<file path="src/rtl/ifu_fetch_ctrl.sv">
// Instruction fetch controller: owns the PC, fetches one word over valid/ready,
// presents it to the CPU until commit, and latches a sticky fault on errors.
module ifu_fetch_ctrl #(
   parameter logic [31:0] RESET_PC = 32'h8000_0000,
   parameter int          CNT_W    = 32
) (
   input  logic             clk,
   input  logic             rst,
   output logic             imem_req_valid,
   input  logic             imem_req_ready,
   output logic [31:0]      imem_req_addr,
   input  logic             imem_rsp_valid,
   input  logic [31:0]      imem_rsp_data,
   input  logic             imem_rsp_err,
   output logic [31:0]      pc,
   output logic [31:0]      inst,
   output logic             inst_valid,
   input  logic             inst_ready,
   input  logic [31:0]      npc,
   output logic             fetch_fault,
   output logic [31:0]      fault_pc,
   output logic [CNT_W-1:0] retired_cnt
);

   typedef enum logic [1:0] {S_REQ, S_WAIT, S_HOLD, S_FAULT} state_t;

   localparam logic [31:0] NOP = 32'h0000_0013;

   state_t           state_q, state_d;
   logic [31:0]      pc_q, pc_d;
   logic [31:0]      inst_q, inst_d;
   logic             inst_valid_q, inst_valid_d;
   logic             fault_q, fault_d;
   logic [31:0]      fault_pc_q, fault_pc_d;
   logic [CNT_W-1:0] cnt_q, cnt_d;

   always_comb begin
      state_d      = state_q;
      pc_d         = pc_q;
      inst_d       = inst_q;
      inst_valid_d = inst_valid_q;
      fault_d      = fault_q;
      fault_pc_d   = fault_pc_q;
      cnt_d        = cnt_q;
      case (state_q)
         S_REQ: begin
            if (imem_req_ready) state_d = S_WAIT;
         end
         S_WAIT: begin
            if (imem_rsp_valid) begin
               if (imem_rsp_err) begin
                  fault_d    = 1'b1;
                  fault_pc_d = pc_q;
                  state_d    = S_FAULT;
               end else begin
                  inst_d       = imem_rsp_data;
                  inst_valid_d = 1'b1;
                  state_d      = S_HOLD;
               end
            end
         end
         S_HOLD: begin
            // The committed instruction retires even if its successor is misaligned.
            if (inst_ready) begin
               cnt_d        = cnt_q + CNT_W'(1);
               inst_valid_d = 1'b0;
               if (npc[1:0] == 2'b00) begin
                  pc_d    = npc;
                  state_d = S_REQ;
               end else begin
                  fault_d    = 1'b1;
                  fault_pc_d = npc;
                  state_d    = S_FAULT;
               end
            end
         end
         default: begin
            state_d = S_FAULT;
         end
      endcase
   end

   always_ff @(posedge clk) begin
      if (!rst) begin
         state_q      <= S_REQ;
         pc_q         <= RESET_PC;
         inst_q       <= NOP;
         inst_valid_q <= 1'b0;
         fault_q      <= 1'b0;
         fault_pc_q   <= 32'h0;
         cnt_q        <= '0;
      end else begin
         state_q      <= state_d;
         pc_q         <= pc_d;
         inst_q       <= inst_d;
         inst_valid_q <= inst_valid_d;
         fault_q      <= fault_d;
         fault_pc_q   <= fault_pc_d;
         cnt_q        <= cnt_d;
      end
   end

   assign imem_req_valid = (state_q == S_REQ);
   assign imem_req_addr  = pc_q;
   assign pc             = pc_q;
   assign inst           = inst_q;
   assign inst_valid     = inst_valid_q;
   assign fetch_fault    = fault_q;
   assign fault_pc       = fault_pc_q;
   assign retired_cnt    = cnt_q;

endmodule

</file>
<file path="config.mk">
export PLATFORM = sky130hd
export DESIGN_NAME = ifu_fetch_ctrl
export DESIGN_NICKNAME = d
export VERILOG_FILES = /design/src/rtl/ifu_fetch_ctrl.sv
export SDC_FILE = /design/constraint.sdc
export NUM_CORES = 1
export LEC_CHECK = 0
export BUFFER_PORTS_ARGS = -buffer_cell sky130_fd_sc_hd__buf_2
export CORE_MARGIN = 2
export CORE_UTILIZATION = 45
export CTS_BUF_LIST = sky130_fd_sc_hd__clkbuf_16
export DETAILED_ROUTE_END_ITERATION = 7
export PLACE_DENSITY_LB_ADDON = 0.25
export SLEW_MARGIN = 20
export SYNTH_ARGS = -nofsm -noshare
export SYNTH_HDL_FRONTEND = slang
export SYNTH_SLANG_ARGS = --single-unit
</file>
<file path="constraint.sdc">
create_clock -name clk -period 2.8 [get_ports clk]
set_clock_uncertainty 0.15 [all_clocks]
set_input_delay 0.56 -clock clk [delete_from_list [all_inputs] [get_ports clk]]
set_output_delay 0.56 -clock clk [all_outputs]
set_load 0.05 [all_outputs]
</file>
==> Implementation_results.wiki <==
{| class="wikitable"
! Metric !! Value
|-
| Yosys cell types || 38
|-
| Number of global-route vias before repair || 4904
|-
| Slew margin rel. || 0.6102
|-
| Count of hold buffers inserted by post-cts repair || 0
|-
| Post-detailed-routing wire length || around 15 mm
|-
| Final setup vio count || 0
|-
| Via-per-instance ratio || between 5 and 6
|-
| Clock H-tree levels || 4
|-
| Outcome || finished clean
|-
| Largest buffer count on any clock path || 2
|-
| Reg-to-reg endpoint || retired_cnt[16]
|-
| Largest net degree at the start of global routing || about 130
|-
| DIE HEIGHT || about 110 um
|-
| Commonest non-fill, non-tap cell in the layout || buf_2
|-
| Worst hold endpoint || inst[0]
|-
| Synth area leaders || dfxtp_1 48%, nand2_1 9.3%, a21oi_1 7.6%
|-
| Number of detailed-route iterations in the first pass || 4
|-
| Remaining antenna violation count after routing || 0
|-
| Average detailed-routed wire length per instance || ~15 um
|-
| Mapped Nets || just over 700
|-
| Final HPWL from detailed placement || roughly 10 mm
|-
| Non-filler instance count after layout || 992
|-
| Global-route congestion overflow total || 0
|-
| Post-synthesis cell count || between 600 and 700
|-
| Crit path buf inv count || 0
|-
| Total power per unit cell area || 653.1 nW/um2
|-
| Row count || 40
|-
| Source-to-sink clock delay at the later pin of the worst-skew pair || between 400 and 500 ps
|-
| Setup repair after global routing missed its margin || false
|-
| Number of cells on the worst reg-to-reg path || 5
|-
| Maximum fanout encountered on the critical timing path || 21
|-
| DIE AREA || 13130 um2
|-
| Dpl cell area || roughly 6500 um2
|-
| Worst-path cell chain || ha_1, nand3_1, or4_4, or4_1, a21oi_1
|-
| Clock sinks || 132
|-
| Leak || ~3 nW
|-
| Synth-to-Final Area Change || 28.05%
|-
| Worst path top cell family by delay || simple AND/OR/NAND/NOR gates
|-
| Critical path required time || 2980 ps
|-
| Clock Root Buffer || clkbuf_16
|-
| Post-route minimum period || 2406 ps
|-
| Post-route clock period utilization || 0.8591
|-
| Layout cell share with drive strength beyond 1 || 0.3195
|-
| Number of buffers added by the clock tree synthesis step || 17
|-
| Tightest Pin Transition || approximately 600 ps
|-
| Number of buffers inserted by port buffering || ~230
|-
| Tightest Hold Check Type || input pin to flip-flop
|-
| Crit start category || flip-flop
|-
| Net count of the finished layout || 905
|-
| Master of the slowest instance on the critical path || or4_4
|-
| Portion of synthesized cell area occupied by the leading cell type || 0.4800
|-
| Worst min-delay path startpoint || imem_rsp_data[0]
|-
| Post-synthesis register bit count || between 100 and 150
|-
| Mean area per synthesized cell || between 8 and 9 um2
|-
| Setup repair bufs after CTS || 0
|-
| Number of antenna violations at the first check in global routing || 0
|-
| Filler cell count || 1048
|-
| Max-slew violations || 0
|-
| Number of antenna repair diodes || 0
|-
| DRC violations left || 0
|-
| Netlist area before placement || around 5500 um2
|-
| Iteration-0 DRC count of the detailed router || a little under 400
|-
| Slack of the worst reg-to-reg path || about 390 ps
|-
| Worst reg2reg startpoint || retired_cnt[0]
|-
| Top Ports || 233
|-
| Maximum operating frequency || just over 400 MHz
|-
| Critical path arrival || 2590 ps
|-
| Start-to-end type of the worst setup path || flip-flop to flip-flop
|-
| Worst Setup End Kind || flip-flop
|-
| Total instance count after detailed placement || slightly below 1000
|-
| Count of yosys warnings during synthesis || 0
|-
| Combined global-route utilization of all metal layers || 0.2235
|-
| Cell area after layout || roughly 7000 um2
|-
| Commonest cells after routing, fill and taps aside || 232 x buf_2, 136 x nand2_1, 132 x dfxtp_1
|-
| Sequential share of the synthesized area || 0.4800
|-
| Die X || between 100 and 150 um
|-
| CTS tree || done
|-
| Setup_tns || 0 ps
|-
| Instance count along the most critical hold path || 3
|-
| Max-cap check violation count || 0
|-
| Core Box Area || ~12000 um2
|-
| Global-route wire length before repair || roughly 23 mm
|-
| Cts repair resizes || 0
|-
| Worst-path clk slew || around 50 ps
|-
| Dominant cell type by area after synthesis || dfxtp_1
|-
| Max IR drop VDD || 0.3350 mV
|-
| Effective utilization at floorplan || 0.4603
|-
| Global placement routability congestion || around 0.81
|-
| Count of vias placed by the detailed router || 5264
|-
| Endpoints failing hold || 0
|-
| Largest stage delay on the critical path || approximately 700 ps
|}
-- Yosys cell counts, drive strengths merged --
library cell	instances
nor2b	1
a211oi	32
nor3b	1
nand3	15
and4	3
xnor2	6
buf	41
or4	17
and3	3
nand2b	2
and2	1
a221oi	1
or3	9
a221o	1
xor2	2
o31ai	14
ha	1
dfxtp	132
nor4	2
clkbuf	38
mux2i	33
nor2	45
o21ai	8
a21oi	84
nand4	7
or2	1
nand3b	2
or3b	1
nor3	6
nand2	136
a22oi	1
inv	8
-- worst max-delay path by stage --
| stage | startpoint | end | slack [ps] | cells after the start |
|---|---|---|---|---|
| after detailed placement | inst_ready | retired_cnt[25] | 310 | 5 |
| after CTS | retired_cnt[0] | retired_cnt[16] | 390 | 5 |
| after global placement | inst_ready | retired_cnt[25] | 390 | 5 |
| after floorplan | retired_cnt[0] | retired_cnt[22] | 230 | 6 |
| final | retired_cnt[0] | retired_cnt[16] | 390 | 5 |
| after global routing | state_q[1] | retired_cnt[23] | 270 | 4 |
-- sequential cells by signal, indices dropped and copies added, names as in the netlist --
| register | flops |
|---|---|
| state_q | 2 |
| imem_req_addr | 32 |
| inst_valid | 1 |
| retired_cnt | 32 |
| fault_pc | 32 |
| fetch_fault | 1 |
| inst | 32 |
-- layout make-up --
class | count | area (um2) | share of cell area
inverter | 8 | 31.28 | 0.004437
clock buffer | 17 | 425.4 | 0.06035
multi-input combinational | 435 | 2426 | 0.3442
clock inverter | 13 | 81.33 | 0.01154
tap | 147 | 183.9 | 0.02609
sequential | 132 | 2643 | 0.3749
timing repair buffer | 240 | 1259 | 0.1786
-- kinds of logic (layout without fill, tap and decap cells) --
kind of cell	Yosys count	count (layout)	share of synthesized area
AO/OA/AOI/OAI	141	141	0.1511
buffers and inverters	87	278	0.08523
XOR/XNOR	8	8	0.01273
multiplexers	33	33	0.06000
adder cells (fa/ha/maj)	1	1	0.002272
flip-flops	132	132	0.4800
AND/OR/NAND/NOR	252	252	0.2086
-- power by group --
part           switching [W]  internal, W  total [W]  leakage, nW
clock               0.000740      0.00117    0.00191        0.264
combinational       0.000493     0.000191   0.000684         1.67
sequential         0.0000489      0.00196    0.00201         1.07
-- worst reg2reg max path, stage by stage, from the launching register on --
cell	delay, ps
dfxtp_1	420
ha_1	200
nand3_1	160
or4_4	690
or4_1	550
a21oi_1	170
-- routing by layer --
metal / vias up / global-route usage / wire length (um) / share of wire
li1: 2606 / - / - / -
met1: 2412 / 0.2630 / 6001 / 0.41
met2: 226 / 0.3744 / 7130 / 0.48
met3: 20 / 0.07941 / 1381 / 0.094
met4: 0 / 0.08293 / 224 / 0.015
met5: - / 0 / 0 / 0
-- per-stage QoR --
step / setup WS [ps] / power (W) / utilization / hold WS (ps)
after CTS: 387.1 / 0.004644 / 0.5893 / 193.3
after global routing: 269.7 / 0.004784 / 0.5893 / 218.5
after global placement: 387.7 / 0.002718 / 0.5470 / 288.8
after floorplan: 230.9 / 0.002538 / - / 436.9
after detailed placement: 313.4 / 0.002732 / 0.5470 / 297.2
final: 394.4 / 0.004604 / 0.5893 / 215.0
(Power assumes the default switching activity.)
